`src/rtl/fnd_pkg.sv`:
```
// Shared seven-segment definitions for the display encoder and the scan decoder.
// Select and font codes are active-low, as they appear on the display pins.
package fnd_pkg;

    typedef logic [3:0] bcd_t;

    localparam int unsigned NUM_SLOTS = 4;

    localparam logic [3:0] SEL_ONES      = 4'b1110;
    localparam logic [3:0] SEL_TENS      = 4'b1101;
    localparam logic [3:0] SEL_HUNDREDS  = 4'b1011;
    localparam logic [3:0] SEL_THOUSANDS = 4'b0111;

    // Segment order is bit0=a .. bit6=g; dp is handled outside these codes.
    localparam logic [6:0] FONT_0 = 7'h40;
    localparam logic [6:0] FONT_1 = 7'h79;
    localparam logic [6:0] FONT_2 = 7'h24;
    localparam logic [6:0] FONT_3 = 7'h30;
    localparam logic [6:0] FONT_4 = 7'h19;
    localparam logic [6:0] FONT_5 = 7'h12;
    localparam logic [6:0] FONT_6 = 7'h02;
    localparam logic [6:0] FONT_7 = 7'h78;
    localparam logic [6:0] FONT_8 = 7'h00;
    localparam logic [6:0] FONT_9 = 7'h10;

    // One-hot slot for a legal select code (bit0 = ones); zero for anything else.
    function automatic logic [NUM_SLOTS-1:0] sel_slot(input logic [3:0] sel);
        case (sel)
            SEL_ONES:      sel_slot = 4'b0001;
            SEL_TENS:      sel_slot = 4'b0010;
            SEL_HUNDREDS:  sel_slot = 4'b0100;
            SEL_THOUSANDS: sel_slot = 4'b1000;
            default:       sel_slot = 4'b0000;
        endcase
    endfunction

endpackage

```
`src/rtl/fnd_font_decoder.sv`:
```
// Maps a 7-bit active-low segment pattern back to its BCD digit.
// Patterns outside the shared font table are flagged invalid and decode to 0.
module fnd_font_decoder
    import fnd_pkg::*;
(
    input  logic [6:0] font_i,
    output bcd_t       digit_o,
    output logic       invalid_o
);

    always_comb begin
        digit_o   = 4'd0;
        invalid_o = 1'b0;
        case (font_i)
            FONT_0:  digit_o = 4'd0;
            FONT_1:  digit_o = 4'd1;
            FONT_2:  digit_o = 4'd2;
            FONT_3:  digit_o = 4'd3;
            FONT_4:  digit_o = 4'd4;
            FONT_5:  digit_o = 4'd5;
            FONT_6:  digit_o = 4'd6;
            FONT_7:  digit_o = 4'd7;
            FONT_8:  digit_o = 4'd8;
            FONT_9:  digit_o = 4'd9;
            default: invalid_o = 1'b1;
        endcase
    end

endmodule

```
`src/rtl/fnd_scan_decoder.sv`:
```
// Rebuilds the 4-digit number shown on a scanned seven-segment bus.
// Each slot is captured once its lines have held steady; a full frame yields one value.
module fnd_scan_decoder
    import fnd_pkg::*;
#(
    parameter int unsigned SYNC_STAGES   = 2,
    parameter int unsigned SETTLE_CYCLES = 4
) (
    input  logic        i_clk,
    input  logic        i_reset,
    input  logic [3:0]  i_fndSelect,
    input  logic [7:0]  i_fndFont,
    output logic [13:0] o_value,
    output logic        o_valid,
    output logic        o_error,
    output logic [15:0] o_digits
);

    localparam logic [7:0] SettleMax  = 8'(SETTLE_CYCLES);
    localparam logic [7:0] SettleLast = 8'(SETTLE_CYCLES - 1);

    logic [11:0] pair_s;

    if (SYNC_STAGES == 0) begin : g_nosync
        assign pair_s = {i_fndSelect, i_fndFont};
    end else begin : g_sync
        logic [11:0] sync_q [SYNC_STAGES];

        always_ff @(posedge i_clk) begin
            if (i_reset) begin
                for (int i = 0; i < SYNC_STAGES; i++) begin
                    sync_q[i] <= '1;
                end
            end else begin
                sync_q[0] <= {i_fndSelect, i_fndFont};
                for (int i = 1; i < SYNC_STAGES; i++) begin
                    sync_q[i] <= sync_q[i-1];
                end
            end
        end

        assign pair_s = sync_q[SYNC_STAGES-1];
    end

    logic [11:0]        prev_q;
    logic [7:0]         cnt_q, cnt_d;
    logic               dwell_q, dwell_d;
    logic               same;
    logic               capture;
    logic [3:0]         slot_hot;
    bcd_t               font_digit;
    logic               font_invalid;

    bcd_t [3:0]         digit_q, digit_d;
    logic [3:0]         err_q, err_d;
    logic [3:0]         mask_q, mask_d;
    logic               frame_done;

    logic [13:0]        value_q, value_asm;
    logic [15:0]        digits_q;
    logic               error_q, valid_q;

    fnd_font_decoder u_font_dec (
        .font_i    (pair_s[6:0]),
        .digit_o   (font_digit),
        .invalid_o (font_invalid)
    );

    assign same       = (pair_s == prev_q);
    assign slot_hot   = sel_slot(pair_s[11:8]);
    assign frame_done = (mask_q == 4'hF);

    // cnt_d is the run length seen this cycle; the capture fires on the value it reaches now.
    always_comb begin
        cnt_d = 8'd0;
        if (same) begin
            cnt_d = (cnt_q == SettleMax) ? cnt_q : cnt_q + 8'd1;
        end
        capture = (cnt_d == SettleLast) && !(same && dwell_q) && (slot_hot != 4'b0000);
        dwell_d = capture || (same && dwell_q);
    end

    // A capture in the frame-clear cycle lands in the fresh frame.
    always_comb begin
        digit_d = digit_q;
        err_d   = frame_done ? 4'b0000 : err_q;
        mask_d  = frame_done ? 4'b0000 : mask_q;
        if (capture) begin
            for (int i = 0; i < NUM_SLOTS; i++) begin
                if (slot_hot[i]) begin
                    digit_d[i] = font_invalid ? 4'd0 : font_digit;
                    err_d[i]   = font_invalid;
                    mask_d[i]  = 1'b1;
                end
            end
        end
    end

    // x1000 = 512+256+128+64+32+8, x100 = 64+32+4, x10 = 8+2.
    always_comb begin
        logic [13:0] d3, d2, d1, d0;
        d3 = 14'(digit_q[3]);
        d2 = 14'(digit_q[2]);
        d1 = 14'(digit_q[1]);
        d0 = 14'(digit_q[0]);
        value_asm = (d3 << 9) + (d3 << 8) + (d3 << 7) + (d3 << 6) + (d3 << 5) + (d3 << 3)
                  + (d2 << 6) + (d2 << 5) + (d2 << 2)
                  + (d1 << 3) + (d1 << 1)
                  + d0;
    end

    always_ff @(posedge i_clk) begin
        if (i_reset) begin
            prev_q   <= '1;
            cnt_q    <= 8'd0;
            dwell_q  <= 1'b0;
            digit_q  <= '0;
            err_q    <= 4'b0000;
            mask_q   <= 4'b0000;
            value_q  <= 14'd0;
            digits_q <= 16'h0000;
            error_q  <= 1'b0;
            valid_q  <= 1'b0;
        end else begin
            prev_q  <= pair_s;
            cnt_q   <= cnt_d;
            dwell_q <= dwell_d;
            digit_q <= digit_d;
            err_q   <= err_d;
            mask_q  <= mask_d;
            valid_q <= frame_done;
            if (frame_done) begin
                value_q  <= value_asm;
                digits_q <= digit_q;
                error_q  <= |err_q;
            end
        end
    end

    assign o_value  = value_q;
    assign o_valid  = valid_q;
    assign o_error  = error_q;
    assign o_digits = digits_q;

endmodule

```
`config.mk`:
```
export PLATFORM = sky130hd
export DESIGN_NAME = fnd_scan_decoder
export DESIGN_NICKNAME = d
export VERILOG_FILES = /design/src/rtl/fnd_pkg.sv /design/src/rtl/fnd_font_decoder.sv /design/src/rtl/fnd_scan_decoder.sv
export SDC_FILE = /design/constraint.sdc
export NUM_CORES = 1
export LEC_CHECK = 0
export BUFFER_PORTS_ARGS = -buffer_cell sky130_fd_sc_hd__buf_2
export CORE_ASPECT_RATIO = 0.8
export CORE_MARGIN = 1.5
export CORE_UTILIZATION = 54
export DETAILED_ROUTE_END_ITERATION = 7
export PLACE_DENSITY = 0.86
export SLEW_MARGIN = 20
export SYNTH_ARGS = -nofsm -noshare
export SYNTH_HDL_FRONTEND = slang
export SYNTH_HIERARCHICAL = 1
export SYNTH_SLANG_ARGS = --single-unit
```
`constraint.sdc`:
```
create_clock -name i_clk -period 3.3 [get_ports i_clk]
set_input_delay 0.495 -clock i_clk [delete_from_list [all_inputs] [get_ports i_clk]]
set_output_delay 0.495 -clock i_clk [all_outputs]
set_load 0.01 [all_outputs]
```
# [Word-level counts from Yosys, hierarchy flattened]
# Memories as Yosys holds them, arrays and structs flattened.
# Cells that the tools add are included.
[totals] in_bits=14 mem_bits_rw=24 out_inout_bits=32 ff_bits=77 n_memories=1
[memory_table] name="g_sync.sync_q" words=2 width=12 read_ports=2 rd_clocked_by_memory_dff=0 wr=2 line_no="fnd_scan_decoder.sv:27" text="logic [11:0] sync_q [SYNC_STAGES];"
[classes] reduce_logical=13 bitwise_logic=2 n_eq_ne=17 addsub=12 n_mux=23
[op_table] cell="4-bit case mux with 9 select lines" n=1
[op_table] cell="14-bit by 10-bit adder with 14-bit output" n=2
[op_table] cell="14-bit by 7-bit adder with 14-bit output" n=2
[op_table] cell="14-bit by 9-bit adder with 14-bit output" n=2
[op_table] cell="12-bit two-way mux" n=2
[op_table] cell="7-bit by 5-bit equality test with 1-bit output (second input constant)" n=3
[op_table] cell="7-bit equality test (second input constant)" n=3
[op_table] cell="4-bit two-way mux" n=5
[op_table] cell="4-bit equality test (second input constant)" n=4
[op_table] cell="8-bit two-way mux" n=2
[op_table] cell="4-bit case mux with 4 select lines" n=1
[op_table] cell="13-bit by 12-bit adder with 14-bit output" n=1
[op_table] cell="14-bit by 11-bit adder with 14-bit output" n=1
[op_table] cell="14-bit by 4-bit adder with 14-bit output" n=1
[op_table] cell="14-bit by 5-bit adder with 14-bit output" n=1
[op_table] cell="14-bit by 6-bit adder with 14-bit output" n=1
[op_table] cell="7-bit by 6-bit equality test with 1-bit output (second input constant)" n=2
[op_table] cell="12-bit equality test" n=1
[op_table] cell="1-bit two-way mux" n=12
[op_table] cell="10-bit OR reduction" n=1
[op_table] cell="8-bit by 1-bit adder with 8-bit output (second input constant)" n=1
[op_table] cell="8-bit by 2-bit equality test with 1-bit output (second input constant)" n=1
[op_table] cell="8-bit by 3-bit equality test with 1-bit output (second input constant)" n=1
[op_table] cell="2-bit AND reduction" n=4
[op_table] cell="other kinds (9)" n=12

# [Longest topological paths before layout]
[depth] ltp_word=11 ltp_mapped=16

# [Modules after synthesis]
# The synthesis kept the hierarchy.
[modules_own_cells] mod="fnd_scan_decoder" cells_per_inst=506 area_each_um2=4800.9 n_inst=1 seq_area_each_um2=2001.9
[modules_own_cells] mod="fnd_font_decoder" cells_per_inst=28 area_each_um2=182.7 n_inst=1 seq_area_each_um2=0.0

# [Least setup slack after synthesis]
# Ideal clock, no wire load.
[synth_path] path_type="register -> register" startpoint="register digit_q[5] (netlist name)" endpoint="register value_q[12] (netlist: o_value[12])" arrival_time_ns=3.445 stages_incl_launch_ff=17 n_path_buf=0 required_ns=3.183 setup_time_ns=0.117 slack_ns=-0.262 cell_sequence="dfxtp_1 inv_1 fa_1 inv_1 fa_1 inv_1 fa_1 inv_1 ha_1 inv_1 fa_1 nor2b_1 o21ai_0 a21oi_1 o41ai_1 xnor2_1 a22o_1"
[synth_between] elab_chain_len=3
[synth_lines] element="start, declared" line_no="fnd_scan_decoder.sv:54" text="bcd_t [3:0] digit_q, digit_d;"
[synth_lines] element="start signal, assigned" line_no="fnd_scan_decoder.sv:128" text="digit_q <= digit_d;"
[synth_lines] element="14-bit by 7-bit adder with 14-bit output" line_no="fnd_scan_decoder.sv:108" text="+ (d1 << 3) + (d1 << 1)"
[synth_lines] element="14-bit by 5-bit adder with 14-bit output (*)" line_no="fnd_scan_decoder.sv:108"
[synth_lines] element="14-bit by 4-bit adder with 14-bit output (*)" line_no="fnd_scan_decoder.sv:109" text="+ d0;"
[synth_lines] element="end signal, assigned" line_no="fnd_scan_decoder.sv:133" text="value_q <= value_asm;"
[synth_lines] element="end, declared" line_no="fnd_scan_decoder.sv:59" text="logic [13:0] value_q, value_asm;"
# Mark *: on every way between the ends. The rest lies on a longest branch, timed or not.
# A chain may end at the register's enable or synchronous reset.

# [Worst setup path in the final report]
[layout_path] startpoint="register digit_q[10] (netlist name)" endpoint="register value_q[12] (netlist: o_value[12])"
[layout_between] elab_chain_len=6
[layout_lines] element="14-bit by 10-bit adder with 14-bit output" line_no="fnd_scan_decoder.sv:107" text="+ (d2 << 6) + (d2 << 5) + (d2 << 2)"
[layout_lines] element="14-bit by 9-bit adder with 14-bit output" line_no="fnd_scan_decoder.sv:107"
[layout_lines] element="14-bit by 6-bit adder with 14-bit output (*)" line_no="fnd_scan_decoder.sv:107"
[layout_lines] element="14-bit by 7-bit adder with 14-bit output (*)" line_no="fnd_scan_decoder.sv:108"
[layout_lines] element="14-bit by 5-bit adder with 14-bit output (*)" line_no="fnd_scan_decoder.sv:108"
[layout_lines] element="14-bit by 4-bit adder with 14-bit output (*)" line_no="fnd_scan_decoder.sv:109"
# Marks and branches as above.

==> results.tsv <==
stage	metric	value	unit
pwr	Clock power frac	0.453	
clock_tree	Skew-Pair Late Insertion Delay	350	ps
run_status	failing checks	setup timing	
cells_and_area	fillers	692	
placed_design	Buffers on Ports	45	
cells_and_area	Layout area overhead	18.75	%
die	die height	88.93	um
pwr	Sw Ratio	0.2258	
cells_and_area	final design utilization	0.6577	
pwr	Pint	0.001861	W
clock_tree	CTS Buffer Depth	2	
synthesis	Yosys reg bits	100	
job	Max Cap Viol	0	
die	Die Wd	110.4	um
synthesis	largest area contributor in the netlist	dfxtp_1	
synthesis	most frequent cell after synthesis	dfxtp_1	
grt	vias in the first global route	3640	
die	core outline area	0.008999	sq mm
run_status	outcome	finished, violations left	
sta	setup violators final	6	
sta	unrepaired setup endpoints after global routing	true	
grt	initial antenna violation count	0	
drt	Pre-Repair DR Iteration Count	4	
die	row count	31	
synthesis	Synth Instances	534	
worst_setup_path	CP startpoint kind	flip-flop	
synthesis	Synthesis Warnings	6	
sta	Final WS setup	-169.8	ps
sta	Worst-Margin Slew	910.0	ps
synthesis	post-synth cell types	49	
drt	DRC violations left	0	
sta	Final Cycle Share	1.051	
clock_tree	clock tree sinks	100	
synthesis	Synth Cell Area	0.004984	sq mm
grt	first-pass GRT wire length	17340	um
worst_setup_path	Crit path arrival time	3710	ps
sta	Hold Vio Cnt, Final	0	
pwr	Seq pwr share	0.516	
placed_design	HPWL Detailed	7260	um
drt	DR iter-0 viols	255	
sta	final hold slack	320.4	ps
clock_tree	clock slew at the register clock pins of the worst setup and hold paths	70	ps
cells_and_area	nets@finish	661	
cells_and_area	design area	0.005918	sq mm
drt	Post-Route WL	10540	um
synthesis	ys async rst share	0	
synthesis	most common library cells after synthesis	dfxtp_1, nand2_1, inv_1	
sta	Fmax achieved	288.2	MHz
drt	via count	3800	
die	# IOs	46	
pwr	LEAKAGE	2.609	nW
pwr	Gate power share	0.031	
sta	min cycle time layout	3470	ps
pwr	Peak VDD IR	0.0003756	V
clock_tree	CTS Buf Count	9	
drt	Routed wire per std cell	14.71	um
pwr	Sw Pwr	0.0005428	W
worst_setup_path	WS Path Type	reg2reg	
min_path	Hold Path Class	in2reg	
cells_and_area	share of post-route cells with drive strength above 1	0.2874	
cells_and_area	antenna cells	0	
die	Initial Util	0.5538	
placed_design	dpl ws	-224.9	ps
synthesis	Main synth FF type	dfxtp_1	
worst_setup_path	Worst Setup End Kind	flip-flop	
clock_tree	H-tree depth	3	
clock_tree	root buf cell	clkbuf_16	
synthesis	number of enable flip-flop cells after synthesis	0	
synthesis	area share of the largest cell type after synthesis	0.4017	
sta	slew margin rel.	0.3934	
grt	global router's overall resource usage	0.2231	
pwr	pwr/cell area	406.2	mW/mm^2
grt	GR Overflow Total	0	
worst_setup_path	CP required	3540	ps
sta	Final Skew	8.961	ps
worst_setup_path	CP max FO	3	
placed_design	post-place instance area	0.005487	sq mm
grt	largest net degree at the start of global routing	64	
clock_tree	CTS tree	yes	
die	die area	0.009818	sq mm
synthesis	ranking of synthesized cells by area	dfxtp_1, fa_1, ha_1, nand2_1, or2_2	
drt	Vias/cell	5.300	
drt	Post-DRT Antenna Nets	0	
synthesis	syn avg cell area	9.332	sq um
clock_tree	Post-CTS Hold Fix Bufs	0	
synthesis	Seq/Total Area, Yosys	0.4017	
synthesis	syn_nets	598	
placed_design	GPL Wtd Cong	0.8455	
sta	Max Slew Vio Count	0	
[worst paths after layout]
path                  startpoint              endpoint  slack, ps  depth (start not counted)
max                  digit_q[10]           o_value[12]       -170                         16
min                 i_fndFont[1]   g_sync.sync_q[0][1]        320                          2
max reg2reg          digit_q[10]           o_value[12]       -170                         16
min reg2reg  g_sync.sync_q[0][1]  g_sync.sync_q[0][13]        410                          1
[what timing repair did]
| action | CTS | global route |
|---|---|---|
| buffers inserted | 1 | 1 |
| resized for setup | 19 | 11 |
| pin swaps | 19 | 11 |
| setup endpoints to repair | 6 | 8 |
[critical path, stage by stage, from the launching register on]
cell	delay (ps)
dfxtp_2	340
inv_2	50
fa_1	560
inv_2	40
fa_1	470
inv_1	50
fa_1	450
inv_2	80
ha_4	130
inv_2	40
fa_2	370
nor2b_2	130
o21ai_2	70
a21oi_2	190
o41ai_2	90
xnor2_1	120
a22o_1	180
[cells by family (layout without fill, tap and decap cells)]
family | count (synthesis) | after routing | share of synthesized area
flops | 100 | 100 | 0.4017
simple gates | 189 | 189 | 0.1953
compound gates | 71 | 71 | 0.08888
buf+inv | 75 | 143 | 0.05975
mux | 20 | 20 | 0.04017
fa+ha+maj | 50 | 50 | 0.1632
xor+xnor | 29 | 29 | 0.05097
[registers in the layout, indices dropped and copies added, names as in the netlist]
name,count
cnt_q,8
digit_q,16
dwell_q,1
err_q,4
g_sync.sync_q,24
mask_q,4
o_digits,15
o_error,1
o_valid,1
o_value,14
prev_q,12
[metal layers]
metal,global-route usage,vias to the layer above,part of all wire
li1,-,1847,-
met1,0.2688,1837,0.43
met2,0.4024,102,0.50
met3,0.04949,14,0.048
met4,0.08042,0,0.015
met5,0,-,0
[power groups by stage]
stage	logic, W	registers [W]	clock network (W)
2_1_floorplan	0.0000579	0.00126	0
3_3_place_gp	0.0000700	0.00127	0
3_5_place_dp	0.0000734	0.00127	0
4_1_cts	0.0000744	0.00124	0.00110
5_1_grt	0.0000826	0.00124	0.00115
6_report	0.0000744	0.00124	0.00109
[area by class of cell]
| type | instances | area (sq um) | share of cell area |
|---|---|---|---|
| multi-input combinational | 359 | 2799 | 0.4729 |
| sequential | 100 | 2011 | 0.3397 |
| timing repair buffer | 76 | 465.4 | 0.07865 |
| clock buffer | 9 | 225.2 | 0.03805 |
| inverter | 51 | 191.4 | 0.03235 |
| tap | 115 | 143.9 | 0.02431 |
| clock inverter | 7 | 82.58 | 0.01395 |
[placed cells by master (no fill, tap or decap), types with 3 or more instances in the layout]
master | Yosys | routed
and3_1 | 3 | 3
a211oi_1 | 5 | 4
or2_2 | 36 | 36
inv_1 | 51 | 42
nand3_1 | 5 | 5
a21oi_1 | 35 | 32
nor2_1 | 24 | 23
xor2_1 | 17 | 17
and2_1 | 3 | 3
o21ai_0 | 11 | 6
ha_1 | 25 | 20
nor3_1 | 5 | 5
dfxtp_2 | 0 | 7
fa_1 | 25 | 23
o21ai_2 | 1 | 4
nand2_1 | 69 | 69
mux2i_1 | 20 | 20
a21oi_2 | 0 | 3
nor4_1 | 4 | 4
dfxtp_1 | 100 | 93
nand4_1 | 3 | 3
clkbuf_16 | 0 | 9
buf_4 | 4 | 29
and4_1 | 3 | 3
buf_2 | 1 | 45
inv_2 | 0 | 9
ha_4 | 0 | 4
xnor2_1 | 12 | 10
nand2b_1 | 20 | 20
[metrics by stage]
step | TNS (ps) | total power [W] | cells
final | -627.4 | 0.002404 | 717
after global placement | -446.5 | 0.001337 | 699
after floorplan | -117.8 | 0.001320 | 534
after detailed placement | -820.7 | 0.001342 | 699
after CTS | -420.8 | 0.002412 | 716
after global routing | -1952 | 0.002474 | 717
(Power assumes the default switching activity.)
